**config.mk**
```make
export PLATFORM = sky130hd
export DESIGN_NAME = pacman_move_sequencer
export DESIGN_NICKNAME = d
export VERILOG_FILES = /design/src/rtl/pacman_pkg.sv /design/src/rtl/pacman_tick_gen.sv /design/src/rtl/pacman_move_sequencer.sv
export SDC_FILE = /design/constraint.sdc
export NUM_CORES = 1
export LEC_CHECK = 0
export BUFFER_PORTS_ARGS = -buffer_cell sky130_fd_sc_hd__buf_2
export CORE_MARGIN = 3
export CORE_UTILIZATION = 30
export CTS_CLUSTER_SIZE = 16
export DETAILED_ROUTE_END_ITERATION = 7
export PLACE_DENSITY = 0.48
export SYNTH_ARGS = -nofsm -noshare
export SYNTH_HDL_FRONTEND = slang
export SYNTH_SLANG_ARGS = --single-unit
export TNS_END_PERCENT = 50
```
**constraint.sdc**
```tcl
create_clock -name clk -period 9.42 [get_ports clk]
set_input_delay 1.413 -clock clk [delete_from_list [all_inputs] [get_ports clk]]
set_output_delay 1.413 -clock clk [all_outputs]
set_load 0.02 [all_outputs]
```
**src/rtl/pacman_pkg.sv**
```systemverilog
// rtl/pacman_pkg.sv - shared encodings and screen limits for the pacman move sequencer
package pacman_pkg;

  typedef enum logic [1:0] {
    DIR_UP    = 2'b00,
    DIR_DOWN  = 2'b01,
    DIR_LEFT  = 2'b10,
    DIR_RIGHT = 2'b11
  } dir_t;

  typedef enum logic [1:0] {
    ST_IDLE    = 2'b00,
    ST_MOVING  = 2'b01,
    ST_STOPPED = 2'b10
  } state_t;

  localparam int X_MAX_DEFAULT = 639;
  localparam int Y_MAX_DEFAULT = 479;

  // Fixed button priority; right wins only when nothing else is pressed.
  function automatic dir_t pick_dir(input logic b_up, input logic b_down, input logic b_left);
    if (b_up)        return DIR_UP;
    else if (b_down) return DIR_DOWN;
    else if (b_left) return DIR_LEFT;
    else             return DIR_RIGHT;
  endfunction

endpackage

```
**src/rtl/pacman_tick_gen.sv**
```systemverilog
// rtl/pacman_tick_gen.sv - free-running movement tick divider
module pacman_tick_gen #(
  parameter int STEP_DIV = 4
) (
  input  logic clk,
  input  logic rst,
  output logic o_tick
);

  localparam int            CW   = $clog2(STEP_DIV);
  localparam logic [CW-1:0] LAST = CW'(STEP_DIV - 1);

  logic [CW-1:0] r_count;

  always_ff @(posedge clk or negedge rst) begin
    if (!rst) begin
      r_count <= '0;
    end else if (r_count == LAST) begin
      r_count <= '0;
    end else begin
      r_count <= r_count + 1'b1;
    end
  end

  assign o_tick = (r_count == LAST);

endmodule

```
**src/rtl/pacman_move_sequencer.sv**
```systemverilog
// rtl/pacman_move_sequencer.sv - button-driven sprite movement sequencer with maze legality
module pacman_move_sequencer
  import pacman_pkg::*;
#(
  parameter int STEP_DIV = 4,
  parameter int X_INIT   = 320,
  parameter int Y_INIT   = 240,
  parameter int X_MAX    = X_MAX_DEFAULT,
  parameter int Y_MAX    = Y_MAX_DEFAULT
) (
  input  logic       clk,
  input  logic       rst,
  input  logic       up,
  input  logic       down,
  input  logic       left,
  input  logic       right,
  input  logic       leg_u,
  input  logic       leg_d,
  input  logic       leg_l,
  input  logic       leg_r,
  output logic [9:0] pos_x,
  output logic [9:0] pos_y,
  output logic [1:0] cur_dir,
  output logic       step,
  output logic       blocked
);

  localparam logic [9:0] X_LIM = 10'(X_MAX);
  localparam logic [9:0] Y_LIM = 10'(Y_MAX);

  logic       w_tick;
  logic       w_btn_any;
  dir_t       w_btn_dir;
  logic [3:0] w_legs;
  logic       w_adopt;
  dir_t       w_move_dir;
  logic       w_try_move;
  logic       w_legal;
  logic [9:0] w_next_x;
  logic [9:0] w_next_y;

  state_t     r_state;
  dir_t       r_cur_dir;
  dir_t       r_pend_dir;
  logic       r_pend_valid;
  logic [9:0] r_pos_x;
  logic [9:0] r_pos_y;
  logic       r_step;
  logic       r_blocked;

  pacman_tick_gen #(.STEP_DIV(STEP_DIV)) u_tick_gen (
    .clk    (clk),
    .rst    (rst),
    .o_tick (w_tick)
  );

  always_comb begin
    w_btn_any  = up | down | left | right;
    w_btn_dir  = pick_dir(up, down, left);
    w_legs     = {leg_r, leg_l, leg_d, leg_u};
    w_adopt    = r_pend_valid && w_legs[r_pend_dir];
    w_move_dir = w_adopt ? r_pend_dir : r_cur_dir;
    // IDLE only starts moving once a request has actually been adopted.
    w_try_move = w_adopt || (r_state != ST_IDLE);
    w_legal    = 1'b0;
    w_next_x   = r_pos_x;
    w_next_y   = r_pos_y;
    case (w_move_dir)
      DIR_UP: begin
        w_legal  = leg_u && (r_pos_y != 10'd0);
        w_next_y = r_pos_y - 10'd1;
      end
      DIR_DOWN: begin
        w_legal  = leg_d && (r_pos_y < Y_LIM);
        w_next_y = r_pos_y + 10'd1;
      end
      DIR_LEFT: begin
        w_legal  = leg_l;
        w_next_x = (r_pos_x == 10'd0) ? X_LIM : r_pos_x - 10'd1;
      end
      DIR_RIGHT: begin
        w_legal  = leg_r;
        w_next_x = (r_pos_x >= X_LIM) ? 10'd0 : r_pos_x + 10'd1;
      end
    endcase
  end

  always_ff @(posedge clk or negedge rst) begin
    if (!rst) begin
      r_state      <= ST_IDLE;
      r_cur_dir    <= DIR_RIGHT;
      r_pend_dir   <= DIR_UP;
      r_pend_valid <= 1'b0;
      r_pos_x      <= 10'(X_INIT);
      r_pos_y      <= 10'(Y_INIT);
      r_step       <= 1'b0;
      r_blocked    <= 1'b0;
    end else begin
      r_step <= 1'b0;
      if (w_tick) begin
        if (w_adopt) begin
          r_cur_dir    <= r_pend_dir;
          r_pend_valid <= 1'b0;
        end
        if (w_try_move) begin
          if (w_legal) begin
            r_pos_x   <= w_next_x;
            r_pos_y   <= w_next_y;
            r_step    <= 1'b1;
            r_state   <= ST_MOVING;
            r_blocked <= 1'b0;
          end else begin
            r_state   <= ST_STOPPED;
            r_blocked <= 1'b1;
          end
        end
      end
      // A press on the tick edge overrides the clear above and waits for the next tick.
      if (w_btn_any) begin
        r_pend_dir   <= w_btn_dir;
        r_pend_valid <= 1'b1;
      end
    end
  end

  assign pos_x   = r_pos_x;
  assign pos_y   = r_pos_y;
  assign cur_dir = r_cur_dir;
  assign step    = r_step;
  assign blocked = r_blocked;

endmodule

```
==> flow_summary.toml, run 1 <==
[clock_tree]
clock_latency_ns = 0.29
numCtsBuffers = 5
postCtsHoldBufs = 0
cts_tree = "built"
cts_resized = 0
clock_sinks = 30
cts_buffer_depth = 2
clock-root-buffer = "clkbuf_8"
cts_setup_buffers = 0
h-tree-depth = 2
clk_pin_slew_ns = 0.07

[logic_synthesis]
synth_commonest_cells = "22 x dfrtp_1, 19 x nor2_1, 18 x nand2_1"
synthFlopType = "dfrtp_1"
yosysUniqueCellTypes = 71
yosys.area.top_type = "dfrtp_1"
synth-async-reset-ratio_pct = 100
synth_top_area_share_pct = 23.5
ys_seq_area_share_pct = 32.4
syn_area_per_cell_um2 = 9.70
ys_ff_latch = 30
yosys_warnings = 0
synth_edf_count = 0
netlist_top_cells_area = "dfrtp_1 23%, dfstp_2 9.0%, ha_1 5.9%"
syn_area_um2 = 2350
synth.most_common_cell = "dfrtp_1"
synth_cells = 242
synth_nets = 264

[sta]
fin_crit_ns = 4.12
fin_setup_tns_ns = 0
setup_viol = 0
skew_ns = 0.00987
relSlewSlack_pct = 50.4
tightest_slew_ns = 0.744
grt_setup_unrepaired = "no"
final_max_slew_viol_count = 0
finalCritPeriodShare_pct = 43.8
max_freq_mhz = 243
hold_violations = 0

[place]
placed_area_um2 = 2590
place_inst = 367
io_buffers = 33
hpwl_um = 4010
gp_congestion = 0.860

[worst_setup_path]
rr_worst_depth = 11
cpMaxStageDelayCell = "o32ai_1"
timing.rr.start = "r_pend_dir[0]$_DFFE_PN0P_"
worstSetupEndpointType = "register"
critPathMaxFanout = 8
crit_arrival_ns = 4.34
required_ns = 9.64
path_class = "in -> reg"
regToRegSetupSlack_ns = 5.80
start_kind = "input pin"
path_cells = "buf_2 > mux2i_4 > a21boi_0 > o32ai_1 > inv_1 > ha_1 > a21oi_1 > o2111ai_1 > a211o_1 > and3_1 > o211ai_1 > xnor2_1"
r2r_end = "pos_y[9]$_DFFE_PN0P_"
cpPeakStageDelay_ns = 0.50

[final_layout]
utilization_pct = 36.8
syn_to_final_growth_pct = 16.3
antenna_cells = 0
final_nets = 297
instances_no_fill = 375
drive_gt1_share_pct = 27.9
final_area_um2 = 2730

[hold_path]
worstHoldPathType = "reg -> reg"
hold_end = "u_tick_gen.r_count[0]$_DFF_PN0_"
hold_depth = 1
worstHoldStart = "u_tick_gen.r_count[0]$_DFF_PN0_"

[run]
maxCapViolations = 0

[pwr]
switching_share_pct = 41.9
ir_drop_uv = 186
pwr_density_cell_nw_per_um2 = 293
pwr-share-comb_pct = 48.1
power_switching_w = 0.000335
pwr-share-clk_pct = 21.2
p_seq_share_pct = 30.7
p_leak_nw = 1.16
power.internal_w = 0.000465

[routing]
initialDrtViolationCount = 67
dr.pass1.iters = 4
ant_nets = 0
detail_route.wl_per_cell_um = 15.0
drt-vias-per-instance = 5.23
num_vias = 1963
drc = 0
wl_um = 5620

[floorplanning]
core_area_um2 = 7410
die_w_um = 94.5
num_io_pins = 34
die-area_um2 = 8920
initial_core_util_pct = 31.7
die-height_um = 94.5
rows = 31

[grt]
antenna_found_initial = 0
grt_usage_pct = 14.0
grt_pass1_wl_um = 9830
grt_max_degree = 31
grt_pass1_vias = 1911
grt-ovfl-total = 0

[run_status]
status = "finished, final reports clean"
==> power by group through the flow <==
stage / clock, W / combinational, W / sequential, W
floorplan: 0 / 0.000261 / 0.000270
global placement: 0 / 0.000389 / 0.000250
detailed placement: 0 / 0.000386 / 0.000249
CTS: 0.000173 / 0.000388 / 0.000248
global route: 0.000180 / 0.000433 / 0.000258
finish: 0.000169 / 0.000385 / 0.000246
==> state kept, by name, summed over array words and instances, names as in the netlist <==
signal / cells
r_pend_dir: 2
pos_x: 10
r_pend_valid: 1
pos_y: 10
u_tick_gen.r_count: 2
step: 1
cur_dir: 2
r_state: 2
==> worst max-delay path, delay by kind of cell <==
| family | cells | cell delay [ns] |
|---|---|---|
| muxes | 1 | 0.24 |
| AOI/OAI and AO/OA | 6 | 1.62 |
| adders and majority gates | 1 | 0.33 |
| and+or+nand+nor | 1 | 0.18 |
| buffers and inverters | 2 | 0.42 |
| xor gates and xnor gates | 1 | 0.13 |
==> cell usage in the layout (no fill, tap or decap), types with 2 or more instances in the layout <==
cell type / count
buf_2: 33
dfrtp_1: 22
nor2_1: 19
nand2_1: 18
inv_1: 14
a21oi_1: 13
o21ai_0: 12
ha_1: 11
nand3_1: 8
mux2_4: 8
dfstp_2: 8
xnor2_1: 7
nand2b_1: 6
clkbuf_8: 6
a31oi_1: 5
nor3_1: 5
or3_1: 4
nor4_1: 4
a21boi_0: 3
nand4_1: 3
mux2i_1: 3
a21o_1: 3
xor2_1: 3
mux2i_4: 2
and3_1: 2
o21bai_1: 2
o221a_2: 2
a21boi_1: 2
o2111ai_1: 2
a2bb2oi_1: 2
o22ai_1: 2
a211oi_1: 2
nor2b_1: 2
a211o_1: 2
bufinv_16: 2
==> logic make-up (layout without fill, tap and decap cells) <==
logic type | Yosys count | count (layout) | share of synthesized area [%]
simple gates | 85 | 85 | 21.3
compound gates | 68 | 68 | 21.1
flops | 30 | 30 | 32.4
buf+inv | 21 | 55 | 4.37
mux | 16 | 16 | 10.3
fa+ha+maj | 12 | 12 | 6.72
xor+xnor | 10 | 10 | 3.73
==> routing by layer <==
| layer | global-route usage (%) | share of wire (%) | up-vias |
|---|---|---|---|
| met5 | 0 | 0 | - |
| met4 | 5.89 | 2.1 | 0 |
| met3 | 2.55 | 4.3 | 11 |
| met2 | 20.9 | 44 | 48 |
| met1 | 19.7 | 50 | 932 |
| li1 | - | - | 972 |
==> metrics by stage <==
stage,hold WS (ns),power (W),worst slack [ns]
final,0.428,0.000800,5.30
after global routing,0.460,0.000871,4.98
after CTS,0.434,0.000809,5.30
after detailed placement,0.419,0.000635,4.99
after global placement,0.415,0.000640,5.09
after floorplan,0.403,0.000530,5.49
==> worst max-delay path by stage <==
stage,startpoint,to,slack (ns),cells after the start
final,leg_l,pos_y[9]$_DFFE_PN0P_,5.30,12
after floorplan,leg_l,pos_y[9]$_DFFE_PN0P_,5.49,11
after global routing,leg_l,pos_y[9]$_DFFE_PN0P_,4.98,12
after CTS,leg_l,pos_y[9]$_DFFE_PN0P_,5.30,12
after global placement,leg_l,pos_y[9]$_DFFE_PN0P_,5.09,12
after detailed placement,leg_l,pos_y[9]$_DFFE_PN0P_,4.99,12
==> final cells by class <==
| class | instances | area [um^2] |
|---|---|---|
| fillers | 750 | 4680 |
| multi-input cells | 191 | 1480 |
| flip-flops and latches | 30 | 761 |
| repair buffers | 33 | 165 |
| well taps | 99 | 124 |
| clock buffers | 6 | 82.6 |
| clock inverters | 2 | 60.1 |
| inverters | 14 | 52.6 |
Note: power is estimated with default switching activity, not from simulation.
==> run 2: changes to the inputs <==
--- a/config.mk
+++ b/config.mk
@@ -5,6 +5,7 @@
 export SDC_FILE = /design/constraint.sdc
 export NUM_CORES = 1
 export LEC_CHECK = 0
+export ABC_AREA = 1
 export BUFFER_PORTS_ARGS = -buffer_cell sky130_fd_sc_hd__buf_2
 export CORE_MARGIN = 3
 export CORE_UTILIZATION = 30
==> constraint.sdc (replaced) <==
create_clock -name clk -period 4.2 [get_ports clk]
set_input_delay 0.63 -clock clk [delete_from_list [all_inputs] [get_ports clk]]
set_output_delay 0.63 -clock clk [all_outputs]
set_load 0.02 [all_outputs]
==> run 2 against run 1 <==
Net effect: combinational power grew to 3.0 times the previous value; clock power grew 76%; highest routed layer unchanged; routed wire length rose by 0.87%; synthesized cell count is 38% higher; design area is 0.83% higher; utilization shrank 0.081 points; power rose to 2.5 times the previous value; register-to-register slack worse by 4.4 ns; global-route usage is essentially flat; sequential cell count did not move; die area up 1.5%.
==> flow_summary.toml, run 2 <==
[sta]
layout_setup_ws_ns = 1.35
relSlewSlack_pct = 42.5
final_max_slew_viol_count = 0
setup_viol = 0
finalCritPeriodShare_pct = 67.8
hold_violations = 0
grt_setup_unrepaired = "no"
tightest_slew_ns = 0.854
fin_setup_tns_ns = 0
skew_ns = 0.00742
max_freq_mhz = 351
fin_crit_ns = 2.85

[logic_synthesis]
synthFlopType = "dfrtp_1"
synth.most_common_cell = "nand2_1"
synth_nets = 356
synth_top_area_share_pct = 23.1
ys_ff_latch = 30
synth_edf_count = 0
yosys.area.top_type = "dfrtp_1"
synth_cells = 334
syn_area_per_cell_um2 = 7.14
yosys_warnings = 0
yosysUniqueCellTypes = 30
ys_seq_area_share_pct = 31.9
synth-async-reset-ratio_pct = 100
syn_area_um2 = 2390
netlist_top_cells_area = "dfrtp_1 23%, nand2_1 13%, dfstp_2 8.8%"
synth_commonest_cells = "82 x nand2_1, 51 x inv_1, 26 x nor2_1"

[worst_setup_path]
path_class = "reg -> reg"
r2r_end = "pos_y[8]$_DFFE_PN0P_"
crit_arrival_ns = 3.03
rr_worst_depth = 13
crit_family = "compound AO/OA/AOI/OAI gates"
worstSetupEndpointType = "register"
cpPeakStageDelay_ns = 0.42
required_ns = 4.38
startpoint = "r_pend_dir[0]$_DFFE_PN0P_"
critPathMaxFanout = 10
cp_num_buf_inv = 3
endpoint = "pos_y[8]$_DFFE_PN0P_"
start_kind = "register"
regToRegSetupSlack_ns = 1.35
path_common_cell = "inv_1"
path_cells = "inv_1 > nand2_2 > inv_1 > o211ai_1 > nand2_2 > nand2_1 > inv_1 > fa_1 > o21ai_0 > nand4_1 > o211ai_1 > xor2_1 > o21ai_2"
cpMaxStageDelayCell = "dfrtp_1"
timing.rr.start = "r_pend_dir[0]$_DFFE_PN0P_"
cp.depth = 13

[routing]
initialDrtViolationCount = 76
dr.pass1.iters = 4
drt-vias-per-instance = 4.67
num_vias = 2184
ant_nets = 0
wl_um = 5670
detail_route.wl_per_cell_um = 12.1
drc = 0

[clock_tree]
clk_pin_slew_ns = 0.07
cts_buffer_depth = 2
numCtsBuffers = 5
clock_latency_ns = 0.29
clock_sinks = 30
postCtsHoldBufs = 0
cts_tree = "built"
clock-root-buffer = "clkbuf_8"
cts_setup_buffers = 0
cts_resized = 0
h-tree-depth = 2

[final_layout]
final_common_cell = "nand2_1"
utilization_pct = 36.8
final_nets = 390
antenna_cells = 0
syn_to_final_growth_pct = 15.3
fillers = 814
final_area_um2 = 2750
drive_gt1_share_pct = 20.3
mostFrequentLayoutCells = "82 x nand2_1, 51 x inv_1, 33 x buf_2"

[floorplanning]
rows = 31
die-area_um2 = 9060
die-height_um = 95.2
num_io_pins = 34
die_w_um = 95.2
initial_core_util_pct = 31.9
core_area_um2 = 7490

[grt]
grt_usage_pct = 14.0
grt_max_degree = 31
antenna_found_initial = 0
grt-ovfl-total = 0
grt_pass1_vias = 2043
grt_pass1_wl_um = 9940

[pwr]
total_power_w = 0.00202
p_leak_nw = 1.40
pwr_density_cell_nw_per_um2 = 734
ir_drop_uv = 217

[run_status]
status = "finished, final reports clean"

[run]
maxCapViolations = 0

[hold_path]
worstHoldPathType = "in -> async"

[place]
place_ws_ns = 1.08
io_buffers = 33
gp_congestion = 0.817
hpwl_um = 4270
placed_area_um2 = 2640
-- run 2: changes by cell type after synthesis, moves of 10 or more --
cell / before / now
inv_1: 14 / 51
o21ai_0: 12 / 23
nand3_1: 8 / 22
nand2_1: 18 / 82
o21ai_1: 0 / 10
-- run 2: worst register-to-register path: cells and delay by family (launching register included) --
kind            cells  cell delay [ns]
compound gates      4             0.80
flops               1             0.42
xor+xnor            1             0.20
buf+inv             3             0.23
simple gates        4             0.71
fa+ha+maj           1             0.40
-- run 2: layout make-up --
class / instances / area (um^2) / share of cell area (%)
clock inverters: 3 / 40.0 / 1.46
repair buffers: 33 / 165 / 6.00
flip-flops and latches: 30 / 761 / 27.6
inverters: 52 / 195 / 7.09
clock buffers: 5 / 68.8 / 2.50
multi-input cells: 246 / 1400 / 50.8
well taps: 99 / 124 / 4.50
-- run 2: per-stage QoR --
stage,std cells,hold WS [ns]
final,468,0.398
after global placement,460,0.414
after detailed placement,460,0.425
after CTS,468,0.422
after global routing,468,0.440
after floorplan,334,0.334
-- run 2: how the worst min path moves through the flow --
stage / slack, ns / cells past startpoint / from / to
2_1_floorplan: 0.33 / 0 / rst / pos_x[0]$_DFFE_PN0P_
3_3_place_gp: 0.41 / 1 / u_tick_gen.r_count[0]$_DFF_PN0_ / u_tick_gen.r_count[0]$_DFF_PN0_
3_5_place_dp: 0.42 / 1 / u_tick_gen.r_count[0]$_DFF_PN0_ / u_tick_gen.r_count[0]$_DFF_PN0_
4_1_cts: 0.42 / 1 / rst / pos_y[2]$_DFFE_PN0P_
5_1_grt: 0.44 / 1 / rst / pos_y[3]$_DFFE_PN0P_
6_report: 0.40 / 1 / rst / r_pend_dir[0]$_DFFE_PN0P_
-- run 2: per-layer routing --
metal	track usage, %	part of all wire (%)	up-vias
met5	0	0	-
met4	5.41	1.6	0
met3	2.21	3.8	6
met2	21.8	44	32
met1	19.3	50	996
li1	-	-	1150
-- run 2: where the power goes --
| part | leakage [nW] | total (W) | switching [W] | internal [W] |
|---|---|---|---|---|
| logic | 0.983 | 0.00115 | 0.000719 | 0.000433 |
| clock network | 0.0579 | 0.000297 | 0.000122 | 0.000175 |
| registers | 0.356 | 0.000569 | 0.000163 | 0.000406 |
| total | 1.40 | 0.00202 | 0.00100 | 0.00101 |
-- run 2: logic make-up (layout without fill, tap and decap cells) --
family,after synthesis,in the layout,share of synthesized area [%]
AO/OA/AOI/OAI,58,58,14.2
XOR/XNOR,15,15,5.51
adder cells (fa/ha/maj),12,12,6.61
buffers and inverters,58,93,9.54
flip-flops,30,30,31.9
AND/OR/NAND/NOR,161,161,32.3
